--- config.mk ---
export PLATFORM = sky130hd
export DESIGN_NAME = if_id_buffer_flat
export DESIGN_NICKNAME = d
export VERILOG_FILES = /design/src/rtl/if_id_buffer_if.sv /design/src/rtl/if_id_buffer.sv /design/src/flat_wrapper.sv
export SDC_FILE = /design/constraint.sdc
export NUM_CORES = 1
export LEC_CHECK = 0
export ABC_AREA = 1
export BUFFER_PORTS_ARGS = -buffer_cell sky130_fd_sc_hd__buf_2
export CAP_MARGIN = 15
export CORE_ASPECT_RATIO = 2
export CORE_MARGIN = 3
export CORE_UTILIZATION = 61
export CTS_BUF_LIST = sky130_fd_sc_hd__clkbuf_16
export DETAILED_ROUTE_END_ITERATION = 7
export PLACE_DENSITY = 0.84
export SLEW_MARGIN = 20
export SYNTH_ARGS = -nofsm -noshare
export SYNTH_HDL_FRONTEND = slang
export SYNTH_SLANG_ARGS = --single-unit
export TNS_END_PERCENT = 10
--- constraint.sdc ---
create_clock -name clk -period 19.55 [get_ports clk]
set_clock_uncertainty 0.05 [all_clocks]
set_input_delay 3.91 -clock clk [delete_from_list [all_inputs] [get_ports clk]]
set_output_delay 3.91 -clock clk [all_outputs]
set_load 0.03 [all_outputs]
--- src/rtl/if_id_buffer_if.sv ---
// Fetch/hazard-unit to decode handshake bundle for if_id_buffer.
// master = fetch stage + hazard unit side, slave = the buffer itself.
interface if_id_buffer_if #(
  parameter int WIDTH = 32
);
  logic [WIDTH-1:0] PCF;
  logic [WIDTH-1:0] PC_add_4F;
  logic [WIDTH-1:0] instrF;
  logic             missF;
  logic             StallD;
  logic             FlushD;
  logic             bufFull;
  logic [WIDTH-1:0] PCD;
  logic [WIDTH-1:0] PC_add_4D;
  logic [WIDTH-1:0] instrD;
  logic             validD;
  logic             AdELD;

  modport master (
    output PCF, PC_add_4F, instrF, missF, StallD, FlushD,
    input  bufFull, PCD, PC_add_4D, instrD, validD, AdELD
  );

  modport slave (
    input  PCF, PC_add_4F, instrF, missF, StallD, FlushD,
    output bufFull, PCD, PC_add_4D, instrD, validD, AdELD
  );
endinterface

--- src/rtl/if_id_buffer.sv ---
// IF/ID decoupling FIFO feeding the ID pipeline register; cache misses become bubbles.
// Optional fetch address-error tagging is enabled by defining IF_ID_ADEL_EN.
module if_id_buffer #(
  parameter int WIDTH = 32,
  parameter int DEPTH = 2
) (
  input logic          clk,
  input logic          rst,
  if_id_buffer_if.slave bus
);
  localparam int PTR_W = (DEPTH > 1) ? $clog2(DEPTH) : 1;
  localparam int CNT_W = $clog2(DEPTH + 1);

  logic [WIDTH-1:0] pc_mem    [DEPTH];
  logic [WIDTH-1:0] pc4_mem   [DEPTH];
  logic [WIDTH-1:0] instr_mem [DEPTH];

  logic [PTR_W-1:0] rd_ptr;
  logic [PTR_W-1:0] wr_ptr;
  logic [CNT_W-1:0] count;

  logic [WIDTH-1:0] pcd_q;
  logic [WIDTH-1:0] pc4d_q;
  logic [WIDTH-1:0] instrd_q;
  logic             validd_q;

  logic             in_f;
  logic             full;
  logic             empty;
  logic             enq;
  logic             deq;
  logic             bypass;
  logic             fifo_wr;
  logic             fifo_rd;
  logic [WIDTH-1:0] instr_in;

`ifdef IF_ID_ADEL_EN
  logic             adel_mem [DEPTH];
  logic             adel_in;
  logic             adeld_q;
`endif

  // full comes only from registered count so fetch stall has no combinational loop
  assign in_f    = !bus.missF;
  assign full    = (count == CNT_W'(DEPTH));
  assign empty   = (count == '0);
  assign enq     = in_f && !full && !bus.FlushD;
  assign deq     = !bus.StallD && (!empty || enq);
  assign bypass  = empty && enq && !bus.StallD;
  assign fifo_wr = enq && !bypass;
  assign fifo_rd = deq && !bypass;

`ifdef IF_ID_ADEL_EN
  assign adel_in  = (bus.PCF[1:0] != 2'b00);
  assign instr_in = adel_in ? '0 : bus.instrF;
`else
  assign instr_in = bus.instrF;
`endif

  // Storage needs no reset: a slot is only read after it has been written
  always_ff @(posedge clk) begin
    if (fifo_wr) begin
      pc_mem[wr_ptr]    <= bus.PCF;
      pc4_mem[wr_ptr]   <= bus.PC_add_4F;
      instr_mem[wr_ptr] <= instr_in;
`ifdef IF_ID_ADEL_EN
      adel_mem[wr_ptr]  <= adel_in;
`endif
    end
  end

  always_ff @(posedge clk) begin
    if (rst) begin
      rd_ptr   <= '0;
      wr_ptr   <= '0;
      count    <= '0;
      pcd_q    <= '0;
      pc4d_q   <= '0;
      instrd_q <= '0;
      validd_q <= 1'b0;
`ifdef IF_ID_ADEL_EN
      adeld_q  <= 1'b0;
`endif
    end else if (bus.FlushD) begin
      rd_ptr   <= '0;
      wr_ptr   <= '0;
      count    <= '0;
      instrd_q <= '0;
      validd_q <= 1'b0;
`ifdef IF_ID_ADEL_EN
      adeld_q  <= 1'b0;
`endif
    end else begin
      if (fifo_wr) wr_ptr <= wr_ptr + PTR_W'(1);
      if (fifo_rd) rd_ptr <= rd_ptr + PTR_W'(1);
      if (fifo_wr && !fifo_rd)      count <= count + CNT_W'(1);
      else if (fifo_rd && !fifo_wr) count <= count - CNT_W'(1);

      // ID register: bypass beats FIFO head; an idle non-stalled cycle inserts a bubble
      if (bypass) begin
        pcd_q    <= bus.PCF;
        pc4d_q   <= bus.PC_add_4F;
        instrd_q <= instr_in;
        validd_q <= 1'b1;
`ifdef IF_ID_ADEL_EN
        adeld_q  <= adel_in;
`endif
      end else if (fifo_rd) begin
        pcd_q    <= pc_mem[rd_ptr];
        pc4d_q   <= pc4_mem[rd_ptr];
        instrd_q <= instr_mem[rd_ptr];
        validd_q <= 1'b1;
`ifdef IF_ID_ADEL_EN
        adeld_q  <= adel_mem[rd_ptr];
`endif
      end else if (!bus.StallD) begin
        instrd_q <= '0;
        validd_q <= 1'b0;
`ifdef IF_ID_ADEL_EN
        adeld_q  <= 1'b0;
`endif
      end
    end
  end

  assign bus.bufFull   = full;
  assign bus.PCD       = pcd_q;
  assign bus.PC_add_4D = pc4d_q;
  assign bus.instrD    = instrd_q;
  assign bus.validD    = validd_q;
`ifdef IF_ID_ADEL_EN
  assign bus.AdELD     = adeld_q;
`else
  assign bus.AdELD     = 1'b0;
`endif
endmodule

--- src/flat_wrapper.sv ---
// flat-port wrapper written by rule: the top's interface ports become plain ports
module if_id_buffer_flat 
#(
  parameter int WIDTH = 32,
  parameter int DEPTH = 2
)
  (clk, rst, bus_PCF, bus_PC_add_4F, bus_instrF, bus_missF, bus_StallD, bus_FlushD, bus_bufFull, bus_PCD, bus_PC_add_4D, bus_instrD, bus_validD, bus_AdELD);
  if_id_buffer_if #(.WIDTH(WIDTH)) bus_i ();
  input logic clk;
  input logic rst;
  input wire logic [$bits(bus_i.PCF)-1:0] bus_PCF;
  input wire logic [$bits(bus_i.PC_add_4F)-1:0] bus_PC_add_4F;
  input wire logic [$bits(bus_i.instrF)-1:0] bus_instrF;
  input wire logic [$bits(bus_i.missF)-1:0] bus_missF;
  input wire logic [$bits(bus_i.StallD)-1:0] bus_StallD;
  input wire logic [$bits(bus_i.FlushD)-1:0] bus_FlushD;
  output wire logic [$bits(bus_i.bufFull)-1:0] bus_bufFull;
  output wire logic [$bits(bus_i.PCD)-1:0] bus_PCD;
  output wire logic [$bits(bus_i.PC_add_4D)-1:0] bus_PC_add_4D;
  output wire logic [$bits(bus_i.instrD)-1:0] bus_instrD;
  output wire logic [$bits(bus_i.validD)-1:0] bus_validD;
  output wire logic [$bits(bus_i.AdELD)-1:0] bus_AdELD;
  assign bus_i.PCF = bus_PCF;
  assign bus_i.PC_add_4F = bus_PC_add_4F;
  assign bus_i.instrF = bus_instrF;
  assign bus_i.missF = bus_missF;
  assign bus_i.StallD = bus_StallD;
  assign bus_i.FlushD = bus_FlushD;
  assign bus_bufFull = bus_i.bufFull;
  assign bus_PCD = bus_i.PCD;
  assign bus_PC_add_4D = bus_i.PC_add_4D;
  assign bus_instrD = bus_i.instrD;
  assign bus_validD = bus_i.validD;
  assign bus_AdELD = bus_i.AdELD;
  if_id_buffer #(.WIDTH(WIDTH), .DEPTH(DEPTH)) u_core (.clk(clk), .rst(rst), .bus(bus_i));
endmodule
==> summary.md <==
The final routed wire length divided by cell count is 14.83 µm. Shortest clock period the worst path allows after layout: 6.462 ns. In the post-synthesis netlist, the cell with the most instances is sky130_fd_sc_hd__nand2_1. Cells with a size suffix above 1 make up 16.67% of the layout. The CTS H-tree depth was 1.

The final worst-path setup slack is 13.09 ns, and the final clock period utilization by the worst path is 33.05%. Summed over all cells, the static leakage comes to 6.777 nW. The worst-case IR drop observed on VDD is 0.1006 mV. The initial antenna violation count is 7.

Post-CTS repair changed the size of 0 cells. The maximum frequency from static timing analysis is 154.8 MHz, and the floorplan die width is 107.6 µm. In this run the worst hold path is classified as flip-flop to flip-flop. Counting the buffers created by CTS gives 24. By count the netlist is led by 424 x sky130_fd_sc_hd__nand2_1, 203 x sky130_fd_sc_hd__inv_1, 197 x sky130_fd_sc_hd__nor2_1, 192 x sky130_fd_sc_hd__edfxtp_1, 102 x sky130_fd_sc_hd__dfxtp_1. Via count of the first global-routing pass: 9112. Global routing used 23.82% of the available tracks. The flip-flop and latch count after synthesis works out to 294. At the end of routability-driven placement, the weighted congestion stood at 0.7986. Final hold analysis gives a worst-case slack of 0.4012 ns.

Data arrives at the worst endpoint at 6.56 ns. Hold repair after CTS inserted 0 buffers. For the met2 track utilization from global routing, the log shows 43.06%.

In this run, placement finished with an instance count of 1802. The logs give 73 for the placement row count and 13620 µm² for the cell area after placement. The global-route met3 utilization was 3.926%. The final layout contains 1668 nets. The run gives 62.03% as the part of the Yosys area used for sequential elements.

The run gives 20090 µm² as the core box area. In this run the worst setup path begins at bus_missF. The global route total overflow was 0; the average vias per placed instance was 5.123. The worst min-delay path startpoint is u_core.rd_ptr. The pin count of the biggest net entering global routing was 92. The worst register-to-register path begins at u_core.count[1]. Power density over the cells: 90.92 nW/µm².

By area the synthesized netlist is led by sky130_fd_sc_hd__edfxtp_1 46%, sky130_fd_sc_hd__dfxtp_1 16%, sky130_fd_sc_hd__nand2_1 13%, sky130_fd_sc_hd__inv_1 6.1%, sky130_fd_sc_hd__nor2_1 5.9%. The final core utilization came out at 71.88%. For the total of endpoints with negative setup slack in the final report, the log shows 0. In the routed design, unresolved DRC markers number 0. The run gives 14440 µm² as the final non-filler cell area. The synthesized design contains 192 enable-type register cells.

The run gives 0 as the count of yosys warnings during synthesis. In the synthesized netlist the async set-or-reset flop fraction comes to 0%. The tools report the required time at the endpoint of the critical path as 19.65 ns. In the synthesized netlist the dominant register cell turns out to be sky130_fd_sc_hd__edfxtp_1. Each instance of the synthesized netlist takes up on average 8.895 µm². The count of buffers inserted at the top-level ports works out to 198. Setup repair after global routing left no endpoint under its margin. The run gives 1851 as the number of standard cells in the final layout excluding fillers. The final count of hold timing violations was 0; the count of maximum capacitance violations was 0.

For the pin with the worst max-slew slack, the measured transition is 1.004 ns. Counting every net in the synthesized netlist gives 1517. The tools report the startpoint class of the critical path as an input port.

For the placed wire-length estimate, the log shows 17250 µm. For the worst-skew pair, the clock arrives at the later sink with an insertion delay of 0.52 ns. Of all nets on the critical path, the largest fanout is 66. For this block, the via count after detailed routing is 9482. For this design the top-level I/O count stands at 200. The first TritonRoute pass finished after 5 iterations. The floorplan step set the die height to 209.1 µm. The final layout contains routed wiring with a total length of 27460 µm. The flow ran to the end, and the final reports show no timing, DRC or antenna violations. The logs give 3 for the clock tree buffer depth and 1.313 mW for the overall power after layout.

Measured against its own limit, the worst slew margin works out to 32.64%. After synthesis, the netlist uses 23 different library cells. sky130_fd_sc_hd__edfxtp_1 takes more of the synthesized area than any other cell.

CTS sink count: 294. In this run the cell area of the synthesized design comes to 12590 µm². The logs give 27.16% for the met1 layer usage reported by global route and 0 ns for the setup TNS.

The first-pass GRT wire length is 43480 µm, and the remaining antenna violation count is 0. Synthesis produced 1415 cells. The post-CTS clock slew at the launch and capture registers of the worst setup and hold paths was 0.07 ns. For the detailed router's first-iteration violation count, the log shows 638. TritonCTS built the clock tree. The number of setup buffers added after CTS came out at 0. The clock root buffer is sky130_fd_sc_hd__clkbuf_16.

The floorplan step defined a die boundary enclosing 22500 µm². The most used routing layer in global routing is met2. The initial utilization of the core area, before any placement, comes to 62.64%.

The share of the synthesized area in the top cell type was 45.81%. The category of the most critical setup path is input port to flip-flop. From synthesis to final layout, the design area changed by 14.75%.

The sort of element at the end of the critical path is a flip-flop. The max-slew violation total from the final report is 0. OpenSTA, run right after detailed placement, puts the worst setup slack at 12.58 ns.
## per-layer routing
| metal | up-vias | part of all wire, % |
|---|---|---|
| li1 | 4797 | - |
| met1 | 4308 | 37 |
| met2 | 303 | 53 |
| met3 | 68 | 6.2 |
| met4 | 6 | 3.9 |
| met5 | - | 0.10 |
## registers in the layout, summed over array words and instances (netlist names), 2 cells and up, named ones only
signal / cells
u_core.bus.PC_add_4D: 32
u_core.pc_mem: 64
u_core.bus.instrD: 32
u_core.instr_mem: 64
u_core.count: 2
u_core.bus.PCD: 32
u_core.pc4_mem: 64
## layout make-up
type                    count  area (µm²)
diodes                      5       12.51
clock buffers              26       650.6
clock inverters            18       157.7
fillers                  1524        5650
inverters                 205       773.2
multi-input cells         830        3590
flip-flops and latches    294        7811
well taps                 262       327.8
repair buffers            211        1121
## critical path, stage by stage
cell and delay, ns:
sky130_fd_sc_hd__buf_2 0.12, sky130_fd_sc_hd__nor2_4 0.10, sky130_fd_sc_hd__buf_4 0.62, sky130_fd_sc_hd__nand3_1 0.38, sky130_fd_sc_hd__nor2_4 0.15, sky130_fd_sc_hd__buf_4 0.49, sky130_fd_sc_hd__buf_4 0.71
## cell usage in the layout, fill, tap and decap left out, types with 5 or more instances in the layout
master	n
sky130_fd_sc_hd__a21oi_1	6
sky130_fd_sc_hd__buf_2	198
sky130_fd_sc_hd__buf_4	11
sky130_fd_sc_hd__clkbuf_16	26
sky130_fd_sc_hd__clkinv_2	7
sky130_fd_sc_hd__clkinvlp_4	6
sky130_fd_sc_hd__dfxtp_1	101
sky130_fd_sc_hd__diode_2	5
sky130_fd_sc_hd__edfxtp_1	192
sky130_fd_sc_hd__inv_1	203
sky130_fd_sc_hd__nand2_1	423
sky130_fd_sc_hd__nand3_1	34
sky130_fd_sc_hd__nand4_1	64
sky130_fd_sc_hd__nor2_1	194
sky130_fd_sc_hd__o211ai_1	31
sky130_fd_sc_hd__o21ai_0	67
## worst paths after layout
kind,end,cells past startpoint,slack [ns]
min,flip-flop,1,0.40
max reg2reg,u_core.bus.PC_add_4D[17],7,16.60
min reg2reg,flip-flop,1,0.40
max,u_core.instr_mem[0][31],7,13.09
## cell families (layout without fill, tap and decap cells)
family | after synthesis | count (layout) | synth area share (%)
other cells | 1 | 6 | 0.02979
buf+inv | 291 | 460 | 9.731
flops | 294 | 294 | 62.03
fa+ha+maj | 1 | 1 | 0.09939
compound gates | 106 | 106 | 4.881
simple gates | 722 | 722 | 23.23
## where the power goes
part | switching [mW] | total [mW] | internal (mW)
Combinational | 0.0947 | 0.134 | 0.0389
Clock | 0.217 | 0.486 | 0.269
Sequential | 0.00877 | 0.694 | 0.685
Total | 0.320 | 1.31 | 0.993
Power figures use the tool's default switching activity.
